### src/rtl/merge_rr.sv
// Round-robin N:1 merge of native request/response buses; a grant is held for a whole transaction.
// Optional MERGE_RR_BACK2BACK_EN: re-arbitrate in the ready cycle so consecutive grants have no IDLE bubble.
module merge_rr #(
    parameter byte TYPE      = "D",
    parameter int  N_MASTERS = 2,
    parameter int  ADDR_W    = 32,
    parameter int  DATA_W    = 32,
    localparam int REQ_W     = (TYPE == "I") ? (1 + ADDR_W) : (1 + ADDR_W + DATA_W + DATA_W / 8),
    localparam int RESP_W    = DATA_W + 1
) (
    input  logic                        clk,
    input  logic                        rst_n,
    input  logic [N_MASTERS*REQ_W-1:0]  m_req,
    output logic [N_MASTERS*RESP_W-1:0] m_resp,
    output logic [REQ_W-1:0]            s_req,
    input  logic [RESP_W-1:0]           s_resp,
    output logic [N_MASTERS-1:0]        grant,
    output logic                        busy
);
    localparam int PTR_W = (N_MASTERS > 1) ? $clog2(N_MASTERS) : 1;

    typedef enum logic {IDLE, BUSY} state_t;

    state_t                 state_q, state_d;
    logic [N_MASTERS-1:0]   grant_q, grant_d;
    logic [PTR_W-1:0]       ptr_q, ptr_d;
    logic [PTR_W-1:0]       owner_q, owner_d;

    logic [N_MASTERS-1:0]   m_valid;
    logic [2*N_MASTERS-1:0] valid_rot;
    logic [PTR_W-1:0]       scan_base;
    logic [PTR_W-1:0]       pick_idx;
    logic                   skip_owner;
    logic                   pick_found;
    logic                   s_ready;

    assign s_ready = s_resp[0];

    function automatic logic [PTR_W-1:0] wrap_inc(input logic [PTR_W-1:0] v);
        if (int'(v) >= N_MASTERS - 1) return '0;
        return PTR_W'(int'(v) + 1);
    endfunction

    always_comb begin
        m_valid = '0;
        for (int i = 0; i < N_MASTERS; i++) begin
            m_valid[i] = m_req[i*REQ_W + REQ_W - 1];
        end
    end

    // In the back-to-back build the ready cycle scans from owner+1, and the owner
    // sits at the last rotated position, so it can be masked out by position.
    always_comb begin
        scan_base  = ptr_q;
        skip_owner = 1'b0;
`ifdef MERGE_RR_BACK2BACK_EN
        if (state_q == BUSY) begin
            scan_base  = wrap_inc(owner_q);
            skip_owner = 1'b1;
        end
`endif
    end

    always_comb begin
        valid_rot  = {m_valid, m_valid} >> scan_base;
        pick_found = 1'b0;
        pick_idx   = '0;
        for (int k = 0; k < N_MASTERS; k++) begin
            if (!pick_found && valid_rot[k] && !(skip_owner && k == N_MASTERS - 1)) begin
                pick_found = 1'b1;
                pick_idx   = PTR_W'((int'(scan_base) + k) % N_MASTERS);
            end
        end
    end

    always_comb begin
        state_d = state_q;
        grant_d = grant_q;
        ptr_d   = ptr_q;
        owner_d = owner_q;
        case (state_q)
            IDLE: begin
                if (pick_found) begin
                    state_d = BUSY;
                    owner_d = pick_idx;
                    grant_d = N_MASTERS'(1) << pick_idx;
                end
            end
            BUSY: begin
                if (s_ready) begin
                    ptr_d   = wrap_inc(owner_q);
                    state_d = IDLE;
                    grant_d = '0;
`ifdef MERGE_RR_BACK2BACK_EN
                    if (pick_found) begin
                        state_d = BUSY;
                        owner_d = pick_idx;
                        grant_d = N_MASTERS'(1) << pick_idx;
                    end
`endif
                end
            end
        endcase
    end

    always_ff @(posedge clk) begin
        if (!rst_n) begin
            state_q <= IDLE;
            grant_q <= '0;
            ptr_q   <= '0;
            owner_q <= '0;
        end else begin
            state_q <= state_d;
            grant_q <= grant_d;
            ptr_q   <= ptr_d;
            owner_q <= owner_d;
        end
    end

    // The owner's request passes straight through, so it follows the master even if valid drops.
    always_comb begin
        s_req  = '0;
        m_resp = '0;
        if (state_q == BUSY) begin
            s_req = m_req[int'(owner_q)*REQ_W +: REQ_W];
            for (int i = 0; i < N_MASTERS; i++) begin
                if (grant_q[i]) m_resp[i*RESP_W +: RESP_W] = s_resp;
            end
        end
    end

    assign grant = grant_q;
    assign busy  = (state_q == BUSY);

endmodule
### config.mk
export PLATFORM = sky130hd
export DESIGN_NAME = merge_rr
export DESIGN_NICKNAME = d
export VERILOG_FILES = /design/src/rtl/merge_rr.sv
export SDC_FILE = /design/constraint.sdc
export NUM_CORES = 1
export LEC_CHECK = 0
export CAP_MARGIN = 15
export CORE_AREA = 4 4 119 121
export CTS_CLUSTER_DIAMETER = 150
export DETAILED_ROUTE_END_ITERATION = 7
export DIE_AREA = 0 0 123 125
export PLACE_DENSITY = 0.56
export SETUP_SLACK_MARGIN = 0.15
export SLEW_MARGIN = 30
export SYNTH_ARGS = -nofsm -noshare
export SYNTH_HDL_FRONTEND = slang
export SYNTH_SLANG_ARGS = --single-unit
### constraint.sdc
create_clock -name clk -period 3.5 [get_ports clk]
set_clock_uncertainty 0.2 [all_clocks]
set_input_delay 0.35 -clock clk [delete_from_list [all_inputs] [get_ports clk]]
set_output_delay 0.35 -clock clk [all_outputs]
set_load 0.05 [all_outputs]
# After elaboration in Yosys (flattened, before gate mapping)
# Index checks and enable logic that the tools add are counted.
[word_totals]
register_bits = 5
latchBits = 0
mem_bits_rw = 0
rom_bits = 0
input_bits = 173
out_inout_bits = 138
word_cells = 38
memories = 0
[classes]
addsub = 2
multipliers = 1
n_div = 0
order_cmp = 1
eq_ne = 2
shifts = 3
mux = 19
bitwise_logic = 1
reduce_logical = 5
[op_table]
columns = ["op", "count"]
rows = [
  ["138-bit by 9-bit variable part select with 69-bit output", 1],
  ["69-bit 2-to-1 mux", 1],
  ["33-bit 2-to-1 mux", 2],
  ["66-bit 2-to-1 mux", 1],
  ["1-bit 2-to-1 mux", 11],
  ["1-bit by 7-bit multiplier with 8-bit output, second input constant", 1],
  ["2-bit AND reduction", 3],
  ["2-bit 2-to-1 mux", 2],
  ["2-bit inequality test, second input constant", 2],
  ["2-bit one-hot mux with 2 select lines", 1],
  ["4-bit by 1-bit right shift with 2-bit output", 1],
  ["1-bit adder, second input constant", 2],
  ["1-bit one-hot mux with 2 select lines", 1],
  ["1-bit by 1-bit << shifter with 2-bit output, first input constant", 1],
  ["1-bit >= comparator, second input constant", 1],
  ["1-bit logical AND", 1],
  ["1-bit zero test", 1],
  ["1-bit inverter", 1],
]

# Depth between registers and ports, before layout
[depth]
depth_word = 8
depth_mapped = 4
depth_no_buf = 3

# Worst setup path after synthesis
# Ideal clock, no wire load.
[synth_path]
kind = "register to output"
startpoint = "reg state_q (netlist: busy)"
endpoint = "out s_req[10]"
arrival_time_ns = 1.821
required_ns = 2.950
setup_slack_ns = 1.129
stages_incl_launch_ff = 4
path_buffers = 2
path_cell_list = "dfxtp_1 > buf_2 > buf_2 > nor2b_1"
[synth_via]
elab_chain_cells = 1
[synth_rtl]
columns = ["element", "line", "text"]
rows = [
  ["start: declaration", "24", "state_t state_q, state_d;"],
  ["start signal: assignment", "113", "state_q <= state_d;"],
  ["69-bit 2-to-1 mux", "124", "if (state_q == BUSY) begin"],
  ["end: declaration", "15", "output logic [REQ_W-1:0] s_req,"],
]
# Every way passes these cells.

# Worst setup path after layout
[layout_path]
startpoint = "reg owner_q"
endpoint = "out s_req[0]"
[layout_via]
elab_chain_cells = 3
[layout_rtl]
columns = ["element", "line", "text"]
rows = [
  ["start: declaration", "27", "logic [PTR_W-1:0] owner_q, owner_d;"],
  ["start signal: assignment", "116", "owner_q <= owner_d;"],
  ["1-bit by 7-bit multiplier with 8-bit output", "125", "s_req = m_req[int'(owner_q)*REQ_W +: REQ_W];"],
  ["138-bit by 9-bit variable part select with 69-bit output", "125", ""],
  ["69-bit 2-to-1 mux", "124", ""],
]
# Every way passes these cells.

==> reports/qor.yml <==
yosys:
  synth_cell_type_count: 18
  yosys-top-cells-area: "mux2i_1, nor2b_1, and3_1, dfxtp_1, buf_6"
  yosysWarnings: 0
  syn_avg_cell_area_um2: 7.57
  yosys.area.top_type: "mux2i_1"
  synth_top_area_share_pct: 36.1
  synth_area_mm2: 0.00192
  synth_seq_cells: 5
  syn_inst: 253
  syn-num-nets: 426
  seq_area_frac_synth_pct: 5.23
route:
  viasPerCell: 4.13
  drt-initial-drc-count: 68
  vias: 2969
  route.detailed.drc: 0
  dr.pass1.iters: 4
  wl_per_cell_um: 16.2
  postRouteAntennaNets: 0
  finalWirelength_mm: 11.6
sta:
  hold_ws_ns: 0.252
  max_slew_margin_pct: 62.4
  rsz0062_at_grt: "no"
  fmax_mhz: 365
  final_hold_viol_count: 0
  setup_viol: 0
  fin_crit_sh_pct: 78.3
  worst_pin_slew_ns: 0.562
  finalWorstSetupSlack_ns: 0.759
  maxSlewViolCount: 0
  setup_tns_ns: 0
  post-route-min-period_ns: 2.74
cts:
  clkSinkCount: 5
  clk_latency_ns: 0.23
  tritoncts: "done"
  clockBufferDepth: 2
  cts-resized-gates: 0
  numCtsBuffers: 3
  cts.reportedPaths.clkPinSlew_ns: 0.03
  cts_hold_buf: 0
  htree_levels: 1
  cts_setup_buffers: 0
  cts_root_buffer: "clkbuf_16"
global_routing:
  grt_usage_pct: 13.7
  grt_pass1_wl_mm: 17.0
  grt-ovfl-total: 0
  grt_pass1_vias: 3134
  antenna_found_initial: 0
  grt_max_degree: 142
finish:
  multi_input_area_mm2: 0.00163
  num_antenna_cells: 0
  finalNetCount: 717
  final_cell_mix: "clkdlybuf4s50_1, mux2i_1, nor2b_1"
  drive_gt1_share_pct: 1.84
  instances_no_fill: 719
  postLayoutCellArea_mm2: 0.00521
  ff_latch_area_um2: 105
  n_fill_cell: 1327
  area_growth_pct: 172
  layout_commonest_cell: "clkdlybuf4s50_1"
floorplan:
  ios: 311
  die_w_um: 123
  die-area_mm2: 0.0154
  start_util_pct: 14.6
  die_h_um: 125
  core_mm2: 0.0131
  rows: 42
worst_setup_path:
  end_kind: "output port"
  critPathArrivalTime_ns: 2.19
  path_max_fanout: 31
  path_class: "register to output port"
  critPathLaunchType: "register"
  cp.required_ns: 2.95
pwr:
  cellPowerDensity_mw_per_mm2: 211
  power.leakage_uw: 0.00204
  vdd_ir_drop_max_uv: 146
placement:
  dp.cells: 715
  place_ws_ns: 0.955
  placement.cell_area_mm2: 0.00513
  io_buffers: 310
  dp_hpwl_mm: 9.40
  place_congestion: 0.794
outcome:
  status: "complete, no violations"
job:
  drv_cap: 0
worst_hold_path:
  hold_class: "register to register"
cell type report:
class	count	share of cell area, %
well taps	176	4.23
repair buffers	315	61.0
flip-flops and latches	5	2.02
clock buffers	4	1.51
multi-input cells	219	31.3
layer usage:
metal / up-vias / global-route usage, % / routed length (um)
met4: 0 / 1.56 / 77
met2: 179 / 25.5 / 5790
met5: - / 0 / 0
met3: 4 / 6.14 / 1620
met1: 1324 / 14.4 / 4150
li1: 1462 / - / -
worst max-delay path, cell delays in order (launching register included):
cell and delay [ns]:
dfxtp_4 0.59, buf_12 0.29, mux2i_1 0.10, nor2b_1 0.13, clkdlybuf4s50_1 0.84
synth_stat cells:
master	count
mux2i_1	69
nor2b_1	69
and3_1	67
buf_6	8
buf_2	7
clkbuf_1	7
clkbuf_2	7
dfxtp_1	5
nand2_1	3
a21boi_0	2
nand2b_1	2
a21boi_1	1
nand3_1	1
nand3b_1	1
nor2_1	1
o2bb2ai_1	1
o311a_1	1
or2_1	1
report_power, final:
group | total [uW] | switching, uW | internal, uW
Clock | 188 | 36.6 | 151
Combinational | 839 | 452 | 387
Sequential | 71.6 | 9.66 | 61.9
Total | 1100 | 498 | 600
worst paths after layout:
kind              startpoint        to  slack (ns)  depth (start not counted)
hold / removal         ptr_q     ptr_q        0.25                          2
setup reg to reg        busy     ptr_q        1.79                          4
hold reg to reg        ptr_q     ptr_q        0.25                          2
setup / recovery     owner_q  s_req[0]        0.76                          4
sequential cells by signal (all words and copies together) (netlist names):
signal and cells:
busy 1, grant 2, owner_q 1, ptr_q 1
cell families after synthesis:
logic type | synth area share [%]
simple gates | 46.8
flops | 5.23
compound gates | 2.16
buf+inv | 9.73
mux | 36.1
metrics by stage:
stage                     power [uW]  util [%]
final                           1100      39.8
after global routing            1160      39.8
after CTS                       1110      39.8
after detailed placement         917      39.2
after global placement           911      39.2
after floorplan                  536         -
(Power assumes the default switching activity.)
